File: src/rtl/gpio_sw_debounce_if.sv
// Switch-debounce signal bundle: raw pins and clear in, clean levels and edge
// indications out.
interface gpio_sw_debounce_if #(
    parameter int N_CH = 16
);
    logic [N_CH-1:0] sw_i;
    logic            clr_i;
    logic [N_CH-1:0] sw_o;
    logic [N_CH-1:0] rise_o;
    logic [N_CH-1:0] fall_o;
    logic            changed_o;

    modport master (
        output sw_i,
        output clr_i,
        input  sw_o,
        input  rise_o,
        input  fall_o,
        input  changed_o
    );

    modport slave (
        input  sw_i,
        input  clr_i,
        output sw_o,
        output rise_o,
        output fall_o,
        output changed_o
    );
endinterface

File: src/rtl/gpio_sw_debounce.sv
// Per-channel synchroniser and stability-counter debouncer for the board slide
// switches, with one-cycle rise/fall pulses and a sticky software change flag.
module gpio_sw_debounce #(
    parameter  int N_CH            = 16,
    parameter  int DEBOUNCE_CYCLES = 100000,
    localparam int CNT_W           = $clog2(DEBOUNCE_CYCLES + 1)
) (
    input  logic                clk,
    input  logic                rst,
    gpio_sw_debounce_if.slave   bus
);

    localparam logic [CNT_W-1:0] CNT_MAX = CNT_W'(DEBOUNCE_CYCLES - 1);

    logic [N_CH-1:0]  sync1;
    logic [N_CH-1:0]  sync2;
    logic [N_CH-1:0]  level;
    logic [N_CH-1:0]  rise;
    logic [N_CH-1:0]  fall;
    logic [N_CH-1:0]  accept;
    logic             changed;
    logic [CNT_W-1:0] cnt [N_CH];

    // A channel accepts its new level once it has disagreed for DEBOUNCE_CYCLES edges in a row.
    always_comb begin
        accept = '0;
        for (int i = 0; i < N_CH; i++) begin
            accept[i] = (sync2[i] != level[i]) && (cnt[i] == CNT_MAX);
        end
    end

    always_ff @(posedge clk) begin
        if (rst) begin
            sync1   <= '0;
            sync2   <= '0;
            level   <= '0;
            rise    <= '0;
            fall    <= '0;
            changed <= 1'b0;
            for (int i = 0; i < N_CH; i++) begin
                cnt[i] <= '0;
            end
        end else begin
            sync1 <= bus.sw_i;
            sync2 <= sync1;
            level <= level ^ accept;
            rise  <= accept & sync2;
            fall  <= accept & ~sync2;
            for (int i = 0; i < N_CH; i++) begin
                if ((sync2[i] == level[i]) || accept[i]) begin
                    cnt[i] <= '0;
                end else begin
                    cnt[i] <= cnt[i] + CNT_W'(1);
                end
            end
            // A fresh acceptance outranks a simultaneous software clear.
            if (|accept) begin
                changed <= 1'b1;
            end else if (bus.clr_i) begin
                changed <= 1'b0;
            end
        end
    end

    assign bus.sw_o      = level;
    assign bus.rise_o    = rise;
    assign bus.fall_o    = fall;
    assign bus.changed_o = changed;

endmodule

File: src/flat_wrapper.sv
// flat-port wrapper written by rule: the top's interface ports become plain ports
module gpio_sw_debounce_flat 
#(
    parameter  int N_CH            = 16,
    parameter  int DEBOUNCE_CYCLES = 100000,
    localparam int CNT_W           = $clog2(DEBOUNCE_CYCLES + 1)
)
  (clk, rst, bus_sw_i, bus_clr_i, bus_sw_o, bus_rise_o, bus_fall_o, bus_changed_o);
  gpio_sw_debounce_if #(.N_CH(N_CH)) bus_i ();
  input  logic clk;
  input  logic rst;
  input wire logic [$bits(bus_i.sw_i)-1:0] bus_sw_i;
  input wire logic [$bits(bus_i.clr_i)-1:0] bus_clr_i;
  output wire logic [$bits(bus_i.sw_o)-1:0] bus_sw_o;
  output wire logic [$bits(bus_i.rise_o)-1:0] bus_rise_o;
  output wire logic [$bits(bus_i.fall_o)-1:0] bus_fall_o;
  output wire logic [$bits(bus_i.changed_o)-1:0] bus_changed_o;
  assign bus_i.sw_i = bus_sw_i;
  assign bus_i.clr_i = bus_clr_i;
  assign bus_sw_o = bus_i.sw_o;
  assign bus_rise_o = bus_i.rise_o;
  assign bus_fall_o = bus_i.fall_o;
  assign bus_changed_o = bus_i.changed_o;
  gpio_sw_debounce #(.N_CH(N_CH), .DEBOUNCE_CYCLES(DEBOUNCE_CYCLES)) u_core (.clk(clk), .rst(rst), .bus(bus_i));
endmodule
File: config.mk
export PLATFORM = sky130hd
export DESIGN_NAME = gpio_sw_debounce_flat
export DESIGN_NICKNAME = d
export VERILOG_FILES = /design/src/rtl/gpio_sw_debounce_if.sv /design/src/rtl/gpio_sw_debounce.sv /design/src/flat_wrapper.sv
export SDC_FILE = /design/constraint.sdc
export NUM_CORES = 1
export LEC_CHECK = 0
export ABC_AREA = 1
export CAP_MARGIN = 20
export CORE_MARGIN = 5
export CORE_UTILIZATION = 60
export DETAILED_ROUTE_END_ITERATION = 8
export GPL_ROUTABILITY_DRIVEN = 0
export PLACE_DENSITY = 0.79
export SETUP_SLACK_MARGIN = 0.3
export SLEW_MARGIN = 20
export SYNTH_ARGS = -nofsm -noshare
export SYNTH_HDL_FRONTEND = slang
export SYNTH_SLANG_ARGS = --single-unit
File: constraint.sdc
create_clock -name clk -period 4.45 [get_ports clk]
set_input_delay 0.89 -clock clk [delete_from_list [all_inputs] [get_ports clk]]
set_output_delay 0.89 -clock clk [all_outputs]
set_load 0.02 [all_outputs]
==> metrics <==
register area share after synthesis 53.40%; leakage around 9 nW; first-pass GRT wire length just under 60000 um; drt initial violations around 930; Crit Path Class register to output pin; Post-Syn Area per Cell 9.070 um^2; synth warn 0; fin util between 70% and 80%; Setup TNS Final 0 ps; leading cell types in the layout, fill and taps excluded nor2_1 (308), nand2_1 (292), edfxtp_1 (272), conb_1 (272), inv_1 (269); worst slew pin tran 591.6 ps; internal power 0.005599 W; Final Hold Violating Endpoints 0; clk sinks ~350; Hold-fix buffers, CTS 0; Reg clk slew, reported paths 60 ps; Post-synth EDFFs roughly 270; Total Power between 0.007 and 0.008 W; final setup vio count 0; Root Driver clkbuf_16; Synth Register Bits approximately 350; WL/cell 12.24 um; Logic pwr share under 10%; Worst R2R Start u_core.cnt[1][51]; Post-CTS Setup Bufs 0; required time worst endpoint between 3000 and 4000 ps; DIE WIDTH roughly 180 um; Fmax achieved 394.3 MHz; PortBufs 67; hold crit path type register to register; core area about 0.030 mm^2; initial antenna violation count 0; Crit path arrival time roughly 1700 ps; first drt pass iteration count 5; outcome completed; placed cell areas around 0.020 mm^2; commonest non-fill, non-tap cell in the layout nor2_1; Final Critical Period 2536 ps; DP HPWL roughly 25000 um; MaxCap Viol Count 0; worst-case clock buffer depth 3; synthesized area roughly 0.018 mm^2; crit start category register; vias in the first global route around 13000; TritonCTS Buffers 38; clock power share around 43%; reg2reg setup slack roughly 2200 ps; post-synth cell types 50; ANT nets after route 0; DR DRC count 0; R2R cell count 8; routed via count 13830; die area roughly 0.034 mm^2; Crit Path Max Fanout 5; final instance area around 0.022 mm^2; worst hold slack 404.8 ps; Layout area overhead 17.79%; relative slew slack 60.47%; Initial Util around 60%; Total GRT Usage 20.16%; Mapped Cells a little over 2000; H-tree Lvls 2; DR vias/cell 4.936; Skew-Pair Late Insertion Delay 520 ps; Final Cycle Share between 50 and 60%; RSZ-0062 raised after global routing no; ys flop type edfxtp_1; largest net degree at the start of global routing 46; CP Capture Type output pin; share of post-route cells with drive strength above 1 9.352%; IO Count 68; critical-path cell list clkdlybuf4s50_1; Sw Share between 20% and 30%; critical path buffer and inverter count 1; Power Dens Cells ~330 mW/mm^2; post-CTS resize count 0; Row Count 64; Top delay family on crit path buffers and inverters; hold path start u_core.sync1[3]; diodes inserted 0; fin nets approximately 2400; CTS tree built; Max VDD drop around 0.24 mV; critical path's slowest cell clkdlybuf4s50_1; sequential share of power a little over half; WL final between 30000 and 40000 um; max incr delay on CP about 660 ps; Psw ~0.0016 W; hold endpoint u_core.sync2[3]; gr ovfl total 0; hold depth 2; skew final 13.22 ps; DIE HEIGHT ~180 um; worst flop-to-flop path endpoint u_core.cnt[1][62]; Final Max Tran Viols 0; Synth async-reset ratio 0%
==> cells by family after synthesis <==
family | after synthesis | share of synthesized area, %
AOI/OAI and AO/OA | 200 | 6.006
xor gates and xnor gates | 94 | 4.491
adders and majority gates | 16 | 1.092
buffers and inverters | 322 | 6.928
DFF | 353 | 53.40
other | 1 | 0.02046
and+or+nand+nor | 1035 | 28.06
==> power by group through the flow <==
stage,Sequential [W],Combinational [W],Clock (W)
4_1_cts,0.00378,0.000297,0.00316
6_report,0.00378,0.000304,0.00307
5_1_grt,0.00379,0.000355,0.00329
3_3_place_gp,0.00384,0.000284,0
3_5_place_dp,0.00385,0.000293,0
2_1_floorplan,0.00381,0.000241,0
==> worst max-delay path by stage <==
stage | endpoint | startpoint | cells after the start
floorplan | u_core.cnt[0][76] | rst | 6
finish | bus_sw_o[4] | register | 1
global placement | u_core.cnt[1][112] | rst | 6
global route | bus_sw_o[4] | register | 1
detailed placement | u_core.cnt[1][112] | rst | 6
CTS | bus_sw_o[4] | register | 1
==> registers in the layout, summed over array words and instances, names as in the netlist, named ones only <==
signal / cells
u_core.bus.changed_o: 1
u_core.sync1: 16
u_core.cnt: 272
u_core.bus.rise_o: 16
u_core.sync2: 16
u_core.bus.fall_o: 16
==> final cells by class <==
cell class | count | area, um^2
clock buffers | 57 | 1104
multi-input cells | 1617 | 8289
repair buffers | 69 | 680.7
flip-flops and latches | 353 | 9789
fillers | 2292 | 8756
well taps | 396 | 495.5
clock inverters | 12 | 116.4
inverters | 298 | 1119
==> per-stage QoR <==
step | setup WS (ps) | cells
3_3_place_gp | 1887 | 2733
5_1_grt | 1886 | 2802
3_5_place_dp | 1839 | 2733
2_1_floorplan | 2481 | 2292
6_report | 1914 | 2802
4_1_cts | 1904 | 2802
==> cell usage after synthesis (7+ instances only) <==
library cell | count | area (um^2)
buf_2 | 7 | 35.03
o21ai_0 | 40 | 200.2
xnor2_1 | 12 | 105.1
nor3_2 | 19 | 190.2
or2_0 | 14 | 87.58
nor3b_1 | 18 | 135.1
inv_1 | 269 | 1010
a21oi_1 | 113 | 565.5
o21a_1 | 13 | 97.59
or2_2 | 10 | 62.56
nor2_2 | 33 | 206.5
dfxtp_1 | 81 | 1622
nand2_1 | 292 | 1096
nor2_4 | 13 | 146.4
inv_2 | 27 | 101.4
xor2_1 | 82 | 718.2
nor3_4 | 9 | 146.4
nor3_1 | 78 | 390.4
nand3b_1 | 10 | 75.07
nor4_1 | 18 | 112.6
nand3_1 | 107 | 535.5
nand3_2 | 21 | 210.2
edfxtp_1 | 272 | 8168
nand4_1 | 45 | 281.5
nand2_2 | 25 | 156.4
nor2_1 | 308 | 1156
buf_4 | 10 | 75.07
o21ai_1 | 9 | 45.04
ha_1 | 16 | 200.2
==> routing by layer <==
| metal | global-route usage (%) | wire length [um] |
|---|---|---|
| met5 | 0 | 0 |
| met4 | 6.665 | 807 |
| met3 | 2.965 | 1383 |
| met2 | 35.26 | 16680 |
| met1 | 25.93 | 15430 |
Power figures use the tool's default switching activity.
